$ cat config.mk
export PLATFORM = sky130hd
export DESIGN_NAME = frame_sync_param
export DESIGN_NICKNAME = d
export VERILOG_FILES = /design/src/rtl/frame_sync_param.sv
export SDC_FILE = /design/constraint.sdc
export NUM_CORES = 1
export LEC_CHECK = 0
export ABC_AREA = 0
export CAP_MARGIN = 30
export CORE_MARGIN = 2
export CORE_UTILIZATION = 25
export DETAILED_ROUTE_END_ITERATION = 10
export PLACE_DENSITY = 0.4
export SLEW_MARGIN = 30
export SYNTH_ARGS = -nofsm -noshare
export SYNTH_HDL_FRONTEND = slang
export SYNTH_SLANG_ARGS = --single-unit
$ cat constraint.sdc
create_clock -name clk_sys -period 4.4 [get_ports clk_sys]
set_clock_uncertainty 0.15 [all_clocks]
set_input_delay 0.88 -clock clk_sys [delete_from_list [all_inputs] [get_ports clk_sys]]
set_output_delay 0.88 -clock clk_sys [all_outputs]
set_load 0.05 [all_outputs]
$ cat src/rtl/frame_sync_param.sv
// Purpose : serial-link frame synchroniser; hunts for {SYNC,CNT,DATA,CRC8} frames, confirms, then tracks at fixed spacing.
// Latency : all outputs registered; pulses appear one clk_sys after the bit_valid that completed the frame.
// Backpressure: none; bit_valid may have any duty cycle or gap, and nothing is evaluated on idle cycles.
//
// Ports: clk_sys/rst_n (async active-low); bit_in qualified by bit_valid;
//        data_out/cnt_out hold the last good frame; data_valid, crc_error, cnt_error and sync_lost are 1-cycle pulses;
//        locked is a level that is high while tracking.
// Optional: define FRAME_SYNC_STATS_EN to add the stat_clr input and the stat_good/stat_crc_err/stat_resync saturating counters.
module frame_sync_param #(
    parameter int              DATA_W   = 32,
    parameter int              CNT_W    = 8,
    parameter int              SYNC_W   = 8,
    parameter logic [SYNC_W-1:0] SYNC_PAT = 8'hAA,
    parameter logic [7:0]      CRC_POLY = 8'h07,
    parameter int              LOCK_CNT = 2,
    parameter int              LOSS_CNT = 8
) (
    input  logic              clk_sys,
    input  logic              rst_n,
    input  logic              bit_in,
    input  logic              bit_valid,
    output logic [DATA_W-1:0] data_out,
    output logic [CNT_W-1:0]  cnt_out,
    output logic              data_valid,
    output logic              crc_error,
    output logic              cnt_error,
    output logic              locked,
    output logic              sync_lost
`ifdef FRAME_SYNC_STATS_EN
    ,
    input  logic              stat_clr,
    output logic [15:0]       stat_good,
    output logic [15:0]       stat_crc_err,
    output logic [7:0]        stat_resync
`endif
);

    localparam int FRAME_W = SYNC_W + CNT_W + DATA_W + 8;
    localparam int PAY_W   = FRAME_W - 8;
    localparam int POS_W   = $clog2(FRAME_W);
    localparam int GOOD_W  = $clog2(LOCK_CNT + 1);
    localparam int BAD_W   = $clog2(LOSS_CNT + 1);

    typedef struct packed {
        logic [SYNC_W-1:0] sync;
        logic [CNT_W-1:0]  cnt;
        logic [DATA_W-1:0] data;
        logic [7:0]        crc;
    } frame_t;

    typedef enum logic [1:0] {
        ST_HUNT,
        ST_CONFIRM,
        ST_LOCKED
    } state_t;

    // CRC-8, MSB first, zero init, no reflection, no final xor.
    function automatic logic [7:0] crc8(input logic [PAY_W-1:0] d);
        logic [7:0] c;
        c = 8'h00;
        for (int i = PAY_W - 1; i >= 0; i--) begin
            if (c[7] ^ d[i]) begin
                c = {c[6:0], 1'b0} ^ CRC_POLY;
            end else begin
                c = {c[6:0], 1'b0};
            end
        end
        return c;
    endfunction

    state_t              state, state_nxt;
    // Only the newest FRAME_W-1 bits are stored; the incoming bit completes the
    // window, and the oldest bit would be shifted out unread anyway.
    logic [FRAME_W-2:0]  win_q;
    logic [POS_W-1:0]    bit_pos, bit_pos_nxt;
    logic [GOOD_W-1:0]   good_cnt, good_cnt_nxt, good_inc;
    logic [BAD_W-1:0]    bad_cnt, bad_cnt_nxt, bad_inc;
    logic [CNT_W-1:0]    exp_cnt, exp_cnt_nxt;
    logic [DATA_W-1:0]   data_nxt;
    logic [CNT_W-1:0]    cnt_nxt;
    logic                data_valid_nxt, crc_error_nxt, cnt_error_nxt, sync_lost_nxt;
    logic                run_q;
    logic                shift;
    logic                at_boundary;
    logic                frame_good;
    frame_t              frame_nxt;

    // run_q stays low for the first edge after reset release so a bit arriving
    // in that cycle is dropped rather than racing the reset deassertion.
    assign shift       = bit_valid & run_q;
    assign frame_nxt   = {win_q, bit_in};
    assign frame_good  = (frame_nxt.sync == SYNC_PAT) &&
                         (crc8(frame_nxt[FRAME_W-1:8]) == frame_nxt.crc);
    // bit_pos counts bits since the last boundary; this bit is the FRAME_W-th.
    assign at_boundary = (bit_pos == POS_W'(FRAME_W - 1));
    assign good_inc    = good_cnt + 1'b1;
    assign bad_inc     = bad_cnt + 1'b1;
    assign locked      = (state == ST_LOCKED);

    always_comb begin
        state_nxt      = state;
        bit_pos_nxt    = bit_pos;
        good_cnt_nxt   = good_cnt;
        bad_cnt_nxt    = bad_cnt;
        exp_cnt_nxt    = exp_cnt;
        data_nxt       = data_out;
        cnt_nxt        = cnt_out;
        data_valid_nxt = 1'b0;
        crc_error_nxt  = 1'b0;
        cnt_error_nxt  = 1'b0;
        sync_lost_nxt  = 1'b0;

        if (shift) begin
            case (state)
                ST_HUNT: begin
                    if (frame_good) begin
                        data_valid_nxt = 1'b1;
                        data_nxt       = frame_nxt.data;
                        cnt_nxt        = frame_nxt.cnt;
                        exp_cnt_nxt    = frame_nxt.cnt + 1'b1;
                        bit_pos_nxt    = '0;
                        good_cnt_nxt   = GOOD_W'(1);
                        bad_cnt_nxt    = '0;
                        state_nxt      = (LOCK_CNT == 1) ? ST_LOCKED : ST_CONFIRM;
                    end
                end
                ST_CONFIRM, ST_LOCKED: begin
                    if (!at_boundary) begin
                        bit_pos_nxt = bit_pos + 1'b1;
                    end else begin
                        bit_pos_nxt = '0;
                        if (frame_good) begin
                            data_valid_nxt = 1'b1;
                            data_nxt       = frame_nxt.data;
                            cnt_nxt        = frame_nxt.cnt;
                            // Expected counter is always re-seeded from the
                            // received one, so a skip is reported only once.
                            exp_cnt_nxt    = frame_nxt.cnt + 1'b1;
                            bad_cnt_nxt    = '0;
                            if (frame_nxt.cnt != exp_cnt) begin
                                cnt_error_nxt = 1'b1;
                                good_cnt_nxt  = GOOD_W'(1);
                            end else if (state == ST_CONFIRM) begin
                                good_cnt_nxt = good_inc;
                                if (good_inc >= GOOD_W'(LOCK_CNT)) begin
                                    state_nxt = ST_LOCKED;
                                end
                            end
                        end else begin
                            crc_error_nxt = 1'b1;
                            if (state == ST_CONFIRM) begin
                                state_nxt = ST_HUNT;
                            end else begin
                                // Treat the bad frame as lost so the next good
                                // frame's counter still lines up.
                                exp_cnt_nxt = exp_cnt + 1'b1;
                                if (bad_inc == BAD_W'(LOSS_CNT)) begin
                                    sync_lost_nxt = 1'b1;
                                    bad_cnt_nxt   = '0;
                                    state_nxt     = ST_HUNT;
                                end else begin
                                    bad_cnt_nxt = bad_inc;
                                end
                            end
                        end
                    end
                end
                default: state_nxt = ST_HUNT;
            endcase
        end
    end

    always_ff @(posedge clk_sys or negedge rst_n) begin
        if (!rst_n) begin
            state      <= ST_HUNT;
            win_q      <= '0;
            bit_pos    <= '0;
            good_cnt   <= '0;
            bad_cnt    <= '0;
            exp_cnt    <= '0;
            data_out   <= '0;
            cnt_out    <= '0;
            data_valid <= 1'b0;
            crc_error  <= 1'b0;
            cnt_error  <= 1'b0;
            sync_lost  <= 1'b0;
            run_q      <= 1'b0;
        end else begin
            run_q      <= 1'b1;
            if (shift) begin
                win_q <= frame_nxt[FRAME_W-2:0];
            end
            state      <= state_nxt;
            bit_pos    <= bit_pos_nxt;
            good_cnt   <= good_cnt_nxt;
            bad_cnt    <= bad_cnt_nxt;
            exp_cnt    <= exp_cnt_nxt;
            data_out   <= data_nxt;
            cnt_out    <= cnt_nxt;
            data_valid <= data_valid_nxt;
            crc_error  <= crc_error_nxt;
            cnt_error  <= cnt_error_nxt;
            sync_lost  <= sync_lost_nxt;
        end
    end

`ifdef FRAME_SYNC_STATS_EN
    // Saturating event counters; clear wins over a same-cycle increment.
    always_ff @(posedge clk_sys or negedge rst_n) begin
        if (!rst_n) begin
            stat_good    <= '0;
            stat_crc_err <= '0;
            stat_resync  <= '0;
        end else if (stat_clr) begin
            stat_good    <= '0;
            stat_crc_err <= '0;
            stat_resync  <= '0;
        end else begin
            if (data_valid_nxt && (stat_good != 16'hFFFF)) begin
                stat_good <= stat_good + 1'b1;
            end
            if (crc_error_nxt && (stat_crc_err != 16'hFFFF)) begin
                stat_crc_err <= stat_crc_err + 1'b1;
            end
            if (sync_lost_nxt && (stat_resync != 8'hFF)) begin
                stat_resync <= stat_resync + 1'b1;
            end
        end
    end
`endif

endmodule

==> reports/metrics.yaml <==
final_layout_size_suffix_gt1_frac: 0.431
total_power_mw: 5.15
violations: "setup timing"
ys_types: 58
cts_tree: "built"
synth_cells: 568
hold_buffers: 0
synth_top_area_cell: "dfrtp_1"
path_class: "flip-flop to flip-flop"
grt-ovfl-total: 0
tightest_slew_ns: 0.825
p_clk_frac: 0.310
ir_drop_mv: 0.253
row_count: 63
setup_viol: 64
cp_max_fo: 7
p_comb_frac: 0.423
fillers: 2875
status: "finished, violations left"
met3_wirelength_um: 533
synth_commonest_cells: "dfrtp_1 (122), xnor2_1 (60), mux2_2 (51), mux2_4 (40), xnor3_1 (28)"
endpoint_kind: "flip-flop"
grt_max_degree: 68
yosysTopAreaCellShare: 0.411
syn_nets: 583
port_buffers: 48
start_util: 0.252
seq_area_frac_synth: 0.411
syn_area_sq_mm: 0.00743
dp_slack_ns: -0.546
dp_hpwl_um: 13100
synth_seq_cells: 122
boundaryPins: 49
clk_latency_ns: 0.42
rsz0062_at_grt: "true"
yosysWarnings: 0
p_seq_frac: 0.266
clockBufferDepth: 2
finalCritPeriodShare: 1.07
die_w_um: 176
finalHoldViolations: 0
leakage_nw: 4.81
areaGrowthSynthToFinish_pct: 40.1
met1_length_um: 8830
powerDensity_mw_per_mm2: 494
globalplace.congestion: 0.770
nNetsFinal: 735
synth_edf_count: 0
grt_pass1_vias: 5455
multi_input_area_sq_mm: 0.00462
worstPathArrival_ns: 4.85
avgViaCountPerCell: 4.41
die_area_sq_mm: 0.0311
clock_sinks: 122
maxCapViolCount: 0
regArea_sq_mm: 0.00305
critPathRequiredTime_ns: 4.55
crit_path_start: "win_q[51]"
regToRegStartpoint: "win_q[51]"
die_h_um: 176
root_buffer: "clkbuf_16"
finalMaxSlewViolations: 0
final_area_sq_mm: 0.0104
grt_pass1_wl_um: 31100
min_path_type: "input port to async pin"
grt_antenna_before_repair: 0
yosysMostFrequentCell: "dfrtp_1"
setup_slack_ns: -0.296
syn_area_per_cell_sq_um: 13.1
track_usage: 0.129
top_layer_used: "met4"
ant_nets: 0
ys.flop_type: "dfrtp_1"
setup.worst_path.start_class: "flip-flop"
drt-initial-drc-count: 198
antennaDiodeCount: 0
synthArstFlopShare: 1.00
drcViolationCount: 0
power.share.switching: 0.346
vias: 4949
wl_met2_um: 9280
cts-buffers-inserted: 17
internal_power_mw: 3.37
postPlaceCellArea_sq_mm: 0.00906
cts_max_level: 4
core_area_sq_mm: 0.0295
routedWlPerCell_um: 17.0
switchingPower_mw: 1.78
netlist_top_cells_area: "dfrtp_1 (41%), xnor3_1 (8.5%), mux2_4 (8.1%)"
routed_wl_um: 19000
drt_pass1_iterations: 4
min_period_ns: 4.70
maxSlewHeadroom: 0.450
fmax_mhz: 213
path_clk_slew_ns: 0.07
## registers in the layout, summed over array words and instances (netlist names)
name        flops
run_q           1
bad_cnt         4
data_out       32
exp_cnt         8
cnt_out         8
crc_error       1
good_cnt        2
cnt_error       1
sync_lost       1
bit_pos         6
win_q          55
data_valid      1
state           2
## worst max-delay path: stages (launching register included)
cell       delay (ns)
dfrtp_1          0.41
inv_2            0.07
ha_4             0.26
xnor2_4          0.24
buf_6            0.14
buf_4            0.10
buf_4            0.09
xnor3_2          0.29
xnor3_1          0.31
xnor3_2          0.31
xnor3_2          0.36
xnor2_2          0.26
xnor2_2          0.15
nor2_1           0.07
nor4_2           0.25
and4_4           0.25
and2_4           0.22
bufbuf_16        0.31
mux2_4           0.29
## kinds of logic (layout without fill, tap and decap cells)
kind of cell    count (synthesis)  after routing  synth area share
mux                           100            100             0.172
other cells                     1              1          0.000504
xor+xnor                      129            129             0.238
flops                         122            122             0.411
fa+ha+maj                      11             11            0.0185
compound gates                 65             65            0.0628
buf+inv                        43            208            0.0296
simple gates                   97             97            0.0678
## cell usage in the layout (no fill, tap or decap), drive strengths merged, types with 3 or more instances in the layout
cell / instances
nand4: 3
nor2b: 3
nand2b: 7
and3: 3
mux2: 91
nor4: 6
nor2: 21
and2: 3
xnor2: 63
clkdlybuf4s50: 47
nand3: 20
ha: 11
nand2: 20
o21ai: 12
a21oi: 9
dfrtp: 122
and4: 3
buf: 113
xor3: 9
xnor3: 30
bufinv: 5
clkbuf: 19
mux2i: 8
clkinv: 6
o221ai: 9
o2bb2ai: 9
o22ai: 7
inv: 16
a21o: 4
xor2: 27
## layer usage
metal | vias to the layer above | GRT usage
met3 | 21 | 0.0291
met4 | 0 | 0.0444
li1 | 2326 | -
met2 | 67 | 0.210
met1 | 2535 | 0.170
met5 | - | 0
## layout make-up
class                      instances  area share
clock inverter                    13      0.0207
multi-input combinational        403       0.444
timing repair buffer             161       0.146
clock buffer                      19      0.0435
inverter                          15     0.00541
sequential                       122       0.293
tap                              390      0.0469
## metrics by stage
step	TNS (ns)	utilization	hold slack [ns]	cells
after detailed placement	-29.94	0.307	0.331	1069
after floorplan	0	-	0.300	568
final	-13.87	0.353	0.310	1123
after global routing	-26.43	0.353	0.349	1123
after CTS	-16.24	0.351	0.344	1122
after global placement	-26.30	0.307	0.322	1069
## final timing paths
kind                       cells after the start           end  slack, ns
max reg2reg                                   18  data_out[27]      -0.30
min reg2reg                                    2      win_q[1]       0.35
min                                            1     win_q[54]       0.31
max                                           18  data_out[27]      -0.30
min in group clk_sys                           2      win_q[1]       0.35
max in group asynchronous                      2      win_q[5]       3.03
## repair_timing
item                                    4_1_cts  5_1_grt
setup buffers                                17        1
pin swaps                                    24        4
gates cloned                                  4        0
gates resized for setup                      74       10
endpoints found under the setup margin       66       66
## power groups by stage
stage	Combinational [mW]	Clock (mW)	Sequential, mW
final	2.18	1.60	1.37
after global routing	2.36	1.69	1.39
after CTS	2.14	1.64	1.37
after detailed placement	1.72	0	1.39
after global placement	1.70	0	1.39
after floorplan	1.26	0	1.34
(Power assumes the default switching activity.)
